[src/rtl/neuron_sequencer_pkg.sv]
// Shared definitions for the neuron sequencer core: the state encoding,
// default core sizes and the index widths derived from them.
package neuron_sequencer_pkg;

  // Index width for n entries; a single-entry index still needs one bit.
  function automatic int idx_w(input int n);
    return (n > 1) ? $clog2(n) : 1;
  endfunction

  localparam int DEF_NUM_NEURONS = 256;
  localparam int DEF_NUM_AXONS   = 256;
  localparam int DEF_NUM_WEIGHTS = 4;

  localparam int NEURON_W = idx_w(DEF_NUM_NEURONS);
  localparam int AXON_W   = idx_w(DEF_NUM_AXONS);
  localparam int WEIGHT_W = idx_w(DEF_NUM_WEIGHTS);

  typedef enum logic [2:0] {
    IDLE  = 3'd0,
    READ  = 3'd1,
    LOAD  = 3'd2,
    INTEG = 3'd3,
    WRITE = 3'd4,
    SPIKE = 3'd5,
    DONE  = 3'd6
  } seq_state_e;

endpackage

[src/rtl/neuron_sequencer_axon_scan_counter.sv]
// Axon index counter for the integration scan; wraps to zero after the
// last axon and flags the terminal count.
module axon_scan_counter #(
  parameter int NUM_AXONS = 4,
  parameter int AW        = 2
) (
  input  logic          clk,
  input  logic          rst,
  input  logic          clear,
  input  logic          en,
  output logic [AW-1:0] a,
  output logic          last
);

  logic [AW-1:0] a_q, a_d;

  assign last = (a_q == AW'(NUM_AXONS - 1));
  assign a    = a_q;

  always_comb begin
    a_d = a_q;
    if (clear) begin
      a_d = '0;
    end else if (en) begin
      a_d = last ? '0 : a_q + AW'(1);
    end
  end

  always_ff @(posedge clk or negedge rst) begin
    if (!rst) a_q <= '0;
    else      a_q <= a_d;
  end

endmodule

[src/rtl/neuron_sequencer.sv]
// Time-step sequencer: walks every neuron of the core once per tick, driving
// the neuron datapath through load, axon integration, write-back and spike-out.
module neuron_sequencer
  import neuron_sequencer_pkg::*;
#(
  parameter int NUM_NEURONS = DEF_NUM_NEURONS,
  parameter int NUM_AXONS   = DEF_NUM_AXONS,
  parameter int NUM_WEIGHTS = DEF_NUM_WEIGHTS
) (
  input  logic                          clk,
  input  logic                          rst,
  input  logic                          tick,
  input  logic [NUM_AXONS-1:0]          axon_spikes,
  input  logic [NUM_AXONS*idx_w(NUM_WEIGHTS)-1:0] axon_types,
  output logic [idx_w(NUM_NEURONS)-1:0] csram_addr,
  input  logic [NUM_AXONS-1:0]          synapses,
  output logic                          csram_we,
  output logic [idx_w(NUM_WEIGHTS)-1:0] neuron_instruction,
  output logic                          integrator_reg_en,
  output logic                          write_current_potential,
  output logic                          next_neuron,
  input  logic                          spike_in,
  output logic                          spike_valid,
  input  logic                          spike_ready,
  output logic [idx_w(NUM_NEURONS)-1:0] spike_neuron,
  output logic                          busy,
  output logic                          done,
  output logic                          tick_overrun
);

  localparam int NW = idx_w(NUM_NEURONS);
  localparam int AW = idx_w(NUM_AXONS);
  localparam int TW = idx_w(NUM_WEIGHTS);

  seq_state_e           state_q, state_d;
  logic [NW-1:0]        n_q, n_d;
  logic [NUM_AXONS-1:0] snap_q, snap_d;
  logic [NUM_AXONS-1:0] syn_q, syn_d;
  logic                 overrun_q, overrun_d;

  logic          scan_clear, scan_en, scan_last;
  logic [AW-1:0] a_idx;

  axon_scan_counter #(
    .NUM_AXONS(NUM_AXONS),
    .AW       (AW)
  ) u_scan (
    .clk  (clk),
    .rst  (rst),
    .clear(scan_clear),
    .en   (scan_en),
    .a    (a_idx),
    .last (scan_last)
  );

  assign busy         = (state_q != IDLE);
  assign tick_overrun = overrun_q;

  always_comb begin
    state_d                 = state_q;
    n_d                     = n_q;
    snap_d                  = snap_q;
    syn_d                   = syn_q;
    overrun_d               = tick && (state_q != IDLE);
    scan_clear              = 1'b0;
    scan_en                 = 1'b0;
    csram_addr              = '0;
    csram_we                = 1'b0;
    neuron_instruction      = '0;
    integrator_reg_en       = 1'b0;
    write_current_potential = 1'b0;
    next_neuron             = 1'b0;
    spike_valid             = 1'b0;
    spike_neuron            = '0;
    done                    = 1'b0;

    case (state_q)
      IDLE: begin
        if (tick) begin
          snap_d  = axon_spikes;
          n_d     = '0;
          state_d = READ;
        end
      end
      READ: begin
        csram_addr = n_q;
        state_d    = LOAD;
      end
      LOAD: begin
        next_neuron             = 1'b1;
        write_current_potential = 1'b1;
        integrator_reg_en       = 1'b1;
        syn_d                   = synapses;
        scan_clear              = 1'b1;
        state_d                 = INTEG;
      end
      INTEG: begin
        scan_en            = 1'b1;
        neuron_instruction = axon_types[int'(a_idx)*TW +: TW];
        integrator_reg_en  = syn_q[a_idx] & snap_q[a_idx];
        if (scan_last) state_d = WRITE;
      end
      WRITE: begin
        csram_we   = 1'b1;
        csram_addr = n_q;
        if (spike_in) begin
          state_d = SPIKE;
        end else if (n_q == NW'(NUM_NEURONS - 1)) begin
          state_d = DONE;
        end else begin
          n_d     = n_q + NW'(1);
          state_d = READ;
        end
      end
      SPIKE: begin
        // Held stable until the consumer accepts; advance on the handshake cycle.
        spike_valid  = 1'b1;
        spike_neuron = n_q;
        if (spike_ready) begin
          if (n_q == NW'(NUM_NEURONS - 1)) begin
            state_d = DONE;
          end else begin
            n_d     = n_q + NW'(1);
            state_d = READ;
          end
        end
      end
      DONE: begin
        done    = 1'b1;
        state_d = IDLE;
      end
      default: state_d = IDLE;
    endcase
  end

  always_ff @(posedge clk or negedge rst) begin
    if (!rst) begin
      state_q   <= IDLE;
      n_q       <= '0;
      snap_q    <= '0;
      syn_q     <= '0;
      overrun_q <= 1'b0;
    end else begin
      state_q   <= state_d;
      n_q       <= n_d;
      snap_q    <= snap_d;
      syn_q     <= syn_d;
      overrun_q <= overrun_d;
    end
  end

endmodule

[config.mk]
export PLATFORM = sky130hd
export DESIGN_NAME = neuron_sequencer
export DESIGN_NICKNAME = d
export VERILOG_FILES = /design/src/rtl/neuron_sequencer_pkg.sv /design/src/rtl/neuron_sequencer_axon_scan_counter.sv /design/src/rtl/neuron_sequencer.sv
export SDC_FILE = /design/constraint.sdc
export NUM_CORES = 1
export LEC_CHECK = 0
export BUFFER_PORTS_ARGS = -buffer_cell sky130_fd_sc_hd__buf_2
export CAP_MARGIN = 10
export CORE_AREA = 2 2 413 415
export DETAILED_ROUTE_END_ITERATION = 7
export DIE_AREA = 0 0 415 417
export GPL_TIMING_DRIVEN = 1
export PLACE_DENSITY = 0.4
export SYNTH_ARGS = -nofsm -noshare
export SYNTH_HDL_FRONTEND = slang
export SYNTH_SLANG_ARGS = --single-unit
[constraint.sdc]
create_clock -name clk -period 3.7 [get_ports clk]
set_input_delay 0.74 -clock clk [delete_from_list [all_inputs] [get_ports clk]]
set_output_delay 0.74 -clock clk [all_outputs]
set_load 0.005 [all_outputs]
==> results.rst <==
.. list-table::
   :header-rows: 1

   * - Metric
     - Value
   * - Core ar.
     - ~170000 sq um
   * - Unique cell type count in the Yosys netlist
     - 66
   * - Number of nets in the finished design
     - roughly 4200
   * - Sum Neg Setup Slack
     - -1.45 ns
   * - Most frequent standard cell in the layout excluding fill and tap cells
     - sky130_fd_sc_hd__buf_2
   * - Fraction of the mapped netlist area in compound gates
     - under 10%
   * - Count of buffers inserted at the top-level ports
     - approximately 1100
   * - Number of instances in the synthesized netlist
     - roughly 2000
   * - Least setup slack across all paths after layout
     - -0.504 ns
   * - Remaining number of nets flagged by the antenna check after routing
     - 0
   * - Maximum clock path buffer count
     - 3
   * - Count of unresolved DRC violations after routing
     - 0
   * - CTS tree
     - done
   * - Grt total ovfl
     - 0
   * - H-tree depth
     - 3
   * - Number of placed I/O pins
     - between 1000 and 1500
   * - Internal power component
     - between 20000 and 25000 uW
   * - Net switching share of the total power
     - 34.8%
   * - Clock network power share
     - a little under a quarter
   * - Commonest cells after routing, fill and taps aside
     - sky130_fd_sc_hd__buf_2 (1050), sky130_fd_sc_hd__dfrtp_1 (527), sky130_fd_sc_hd__mux2_2 (515)
   * - Post-synthesis net count
     - around 3000
   * - Startpoint of the most critical setup path
     - u_scan.a[0]
   * - Number of maximum-capacitance violations
     - 0
   * - Portion of netlist area occupied by mux cells
     - between 30% and 40%
   * - Worst Path Required
     - roughly 3.0 ns
   * - Die W
     - between 400 and 500 microns
   * - Tcrit/Tclk final
     - 114%
   * - Clock insertion delay at the later pin of the skew report
     - about 0.67 ns
   * - Syn Std Cell Area
     - 27200 sq um
   * - Logic pwr share
     - between 40% and 50%
   * - Ys flop type
     - sky130_fd_sc_hd__dfrtp_1
   * - Maximum number of pins on one net before global-route repair
     - between 70 and 80
   * - Global Route Usage Sum
     - 16.2%
   * - Wire length reported by the detailed router
     - 145000 microns
   * - Layout cell share with drive strength beyond 1
     - between 60% and 70%
   * - Worst-case headroom to the max-slew limit
     - approximately half
   * - Chip height
     - ~420 microns
   * - Post-synth EDFFs
     - 0
   * - Area delta synth->final
     - 44.7%
   * - RSZ-0062 raised after global routing
     - yes
   * - Depth of the worst register-to-register path
     - 6
   * - Number of pins with negative max-slew slack in the final report
     - 0
   * - Sinks on the clock net
     - roughly 530
   * - Launching element type of the critical path
     - flip-flop
   * - Clk pin slew, worst setup/hold paths
     - around 0.06 ns
   * - Sequential Power Share
     - around 34%
   * - Via count
     - about 23000
   * - Hold violation count in the final report
     - 0
   * - DR WL met3
     - about 6300 microns
   * - DR top layer
     - met5
   * - Via density per instance
     - between 4 and 5
   * - Worst hold-check slack
     - between 0.06 and 0.07 ns
   * - Fillcell total
     - between 15000 and 20000
   * - Run status
     - finished, violations left
   * - Setup violators final
     - 3
   * - WL met2
     - around 78000 microns
   * - Synth warnings
     - 0
   * - Max Fanout on Critical Path
     - 5
   * - Reg2Reg Capture Point
     - snap_q[22]
   * - Violated checks
     - setup timing
   * - Launch point of the worst reg-to-reg path
     - state_q[0]
   * - Leakage Power
     - ~0.017 uW
   * - Routed wire per std cell
     - between 20 and 30 microns
   * - Initial DRC Count
     - ~1200
   * - Crit path kind
     - flip-flop to output port
   * - IR Drop Worst-Case VDD
     - roughly 310 uV
   * - Seq cells post-synth
     - about 530
   * - Power consumption
     - 31300 uW
   * - Worst min-delay path category
     - primary input to asynchronous set/reset pin
   * - Worst Skew
     - 0.0334 ns
   * - Switching power total
     - between 10000 and 15000 uW
   * - Routed length on met1
     - between 50000 and 60000 microns
   * - Final period demand of the worst path
     - about 4.2 ns
   * - Simple-gate share of the synthesized area
     - under 10%
   * - Critical path capture point type
     - output port
   * - Average footprint of a synthesized cell
     - 13.6 sq um
   * - Data arrival time of the critical path
     - roughly 3.5 ns
   * - Number of buffers inserted during clock tree synthesis
     - between 60 and 70
   * - Number of detailed-route iterations in the first pass
     - 4
   * - Weighted congestion at the end of routability-driven global placement
     - just under 0.9
   * - First-pass GRT wire length
     - just under 200000 microns
   * - Pre-CTS setup slack
     - -0.426 ns
   * - Initial cell density of the core
     - 16.2%
   * - Adder and majority cell fraction of the synthesized area
     - less than 1%
   * - Worst-case register-to-register setup slack
     - 0.93 ns
   * - Total number of placement rows
     - around 150
   * - Overall die area
     - 173000 sq um
   * - Library cell used as clock root buffer
     - sky130_fd_sc_hd__clkbuf_16
   * - Combinational family with the most area after synthesis
     - multiplexers
   * - Slew of the pin with the lowest slew margin
     - roughly 0.76 ns
   * - Max Clock Freq
     - between 0.2 and 0.25 GHz
   * - Fraction of the yosys area taken by sequential cells
     - 48.9%
   * - Antenna violations before repair
     - approximately 140
   * - Vias in the first global route
     - around 24000
   * - XOR/XNOR Fraction of Synth Area
     - less than 1%
   * - Pwr Density
     - between 700 and 800 nW/um^2
   * - Placed wire-length estimate after detailed placement
     - ~120000 microns
   * - Async set-or-reset flop fraction in the synthesized netlist
     - 100%
per-stage QoR:
step | std cells | instance area, sq um | util [%]
finish | 5450 | 39400 | 23.4
global route | 5438 | 39400 | 23.4
CTS | 5402 | 39100 | 23.2
detailed placement | 5270 | 36100 | 21.4
global placement | 5270 | 36100 | 21.4
floorplan | 2004 | 27200 | -
how the worst max path moves through the flow:
stage | to | cells after the start
floorplan | neuron_instruction[0] | 6
global placement | neuron_instruction[0] | 10
detailed placement | neuron_instruction[1] | 9
CTS | neuron_instruction[1] | 11
global route | neuron_instruction[1] | 10
finish | neuron_instruction[1] | 10
synthesized netlist by cell type, types with 5 or more instances:
cell	count	area, sq um
sky130_fd_sc_hd__dfrtp_1	532	13300
sky130_fd_sc_hd__mux2_2	515	5800
sky130_fd_sc_hd__nand2_1	148	556
sky130_fd_sc_hd__mux4_2	144	3240
sky130_fd_sc_hd__nand3_1	120	601
sky130_fd_sc_hd__o211ai_1	80	601
sky130_fd_sc_hd__buf_2	61	305
sky130_fd_sc_hd__clkbuf_1	59	221
sky130_fd_sc_hd__o21ai_0	33	165
sky130_fd_sc_hd__nor2_1	28	105
sky130_fd_sc_hd__nand4_1	27	169
sky130_fd_sc_hd__a21oi_1	20	100
sky130_fd_sc_hd__a31oi_1	15	93.8
sky130_fd_sc_hd__and2_1	14	87.6
sky130_fd_sc_hd__buf_4	14	105
sky130_fd_sc_hd__a22oi_1	13	97.6
sky130_fd_sc_hd__mux4_1	13	342
sky130_fd_sc_hd__nand3b_1	12	90.1
sky130_fd_sc_hd__nor2b_1	12	75.1
sky130_fd_sc_hd__and3_1	11	68.8
sky130_fd_sc_hd__nor3_1	10	50.1
sky130_fd_sc_hd__mux2i_1	9	90.1
sky130_fd_sc_hd__nand2b_1	9	56.3
sky130_fd_sc_hd__buf_6	8	90.1
sky130_fd_sc_hd__a311oi_1	7	61.3
sky130_fd_sc_hd__and3b_1	6	52.6
sky130_fd_sc_hd__inv_1	6	22.5
sky130_fd_sc_hd__a211oi_1	5	37.5
sky130_fd_sc_hd__xnor2_1	5	43.8
what timing repair did:
item | CTS | global route
buffers inserted | 10 | 2
hold buffers | 0 | 0
setup endpoints to repair | 3 | 3
gates resized for setup | 90 | 8
pin swaps | 20 | 9
cloned | 7 | 4
worst max-delay path, stage by stage, from the launching register on:
cell	delay (ns)
sky130_fd_sc_hd__dfrtp_4	0.45
sky130_fd_sc_hd__buf_4	0.18
sky130_fd_sc_hd__buf_12	0.18
sky130_fd_sc_hd__buf_16	0.15
sky130_fd_sc_hd__mux4_2	0.60
sky130_fd_sc_hd__mux4_2	0.51
sky130_fd_sc_hd__nand2_1	0.13
sky130_fd_sc_hd__nand3_4	0.11
sky130_fd_sc_hd__a22oi_2	0.22
sky130_fd_sc_hd__nand2_4	0.11
sky130_fd_sc_hd__buf_6	0.13
flip-flops by register name, summed over array words and instances, names as in the netlist:
register and cells:
state_q 3, syn_q 256, u_scan.a 8, tick_overrun 1, n_q 8, snap_q 256
layout make-up:
class	count	area [sq um]	area share (%)
multi-input cells	1314	13400	34.0
diodes	42	105	0.267
clock buffers	90	1860	4.73
clock inverters	26	499	1.27
repair buffers	1222	7410	18.8
well taps	2218	2780	7.05
flip-flops and latches	532	13300	33.8
inverters	6	22.5	0.0572
logic make-up after synthesis:
family,Yosys count
mux,681
flops,532
simple gates,411
compound gates,214
buf+inv,158
xor+xnor,6
fa+ha+maj,2
power by group through the flow:
stage / combinational [uW] / sequential (uW) / clock [uW]
finish: 13300 / 10800 / 7190
global route: 14400 / 11100 / 7630
global placement: 12700 / 10800 / 0
detailed placement: 12800 / 10900 / 0
floorplan: 8270 / 9880 / 0
CTS: 13600 / 10700 / 7420
routing by layer:
| layer | global-route usage [%] | up-vias |
|---|---|---|
| met5 | 0 | - |
| met4 | 6.36 | 48 |
| met3 | 2.86 | 342 |
| met2 | 30.8 | 879 |
| met1 | 17.6 | 11800 |
| li1 | - | 9979 |
(Power assumes the default switching activity.)
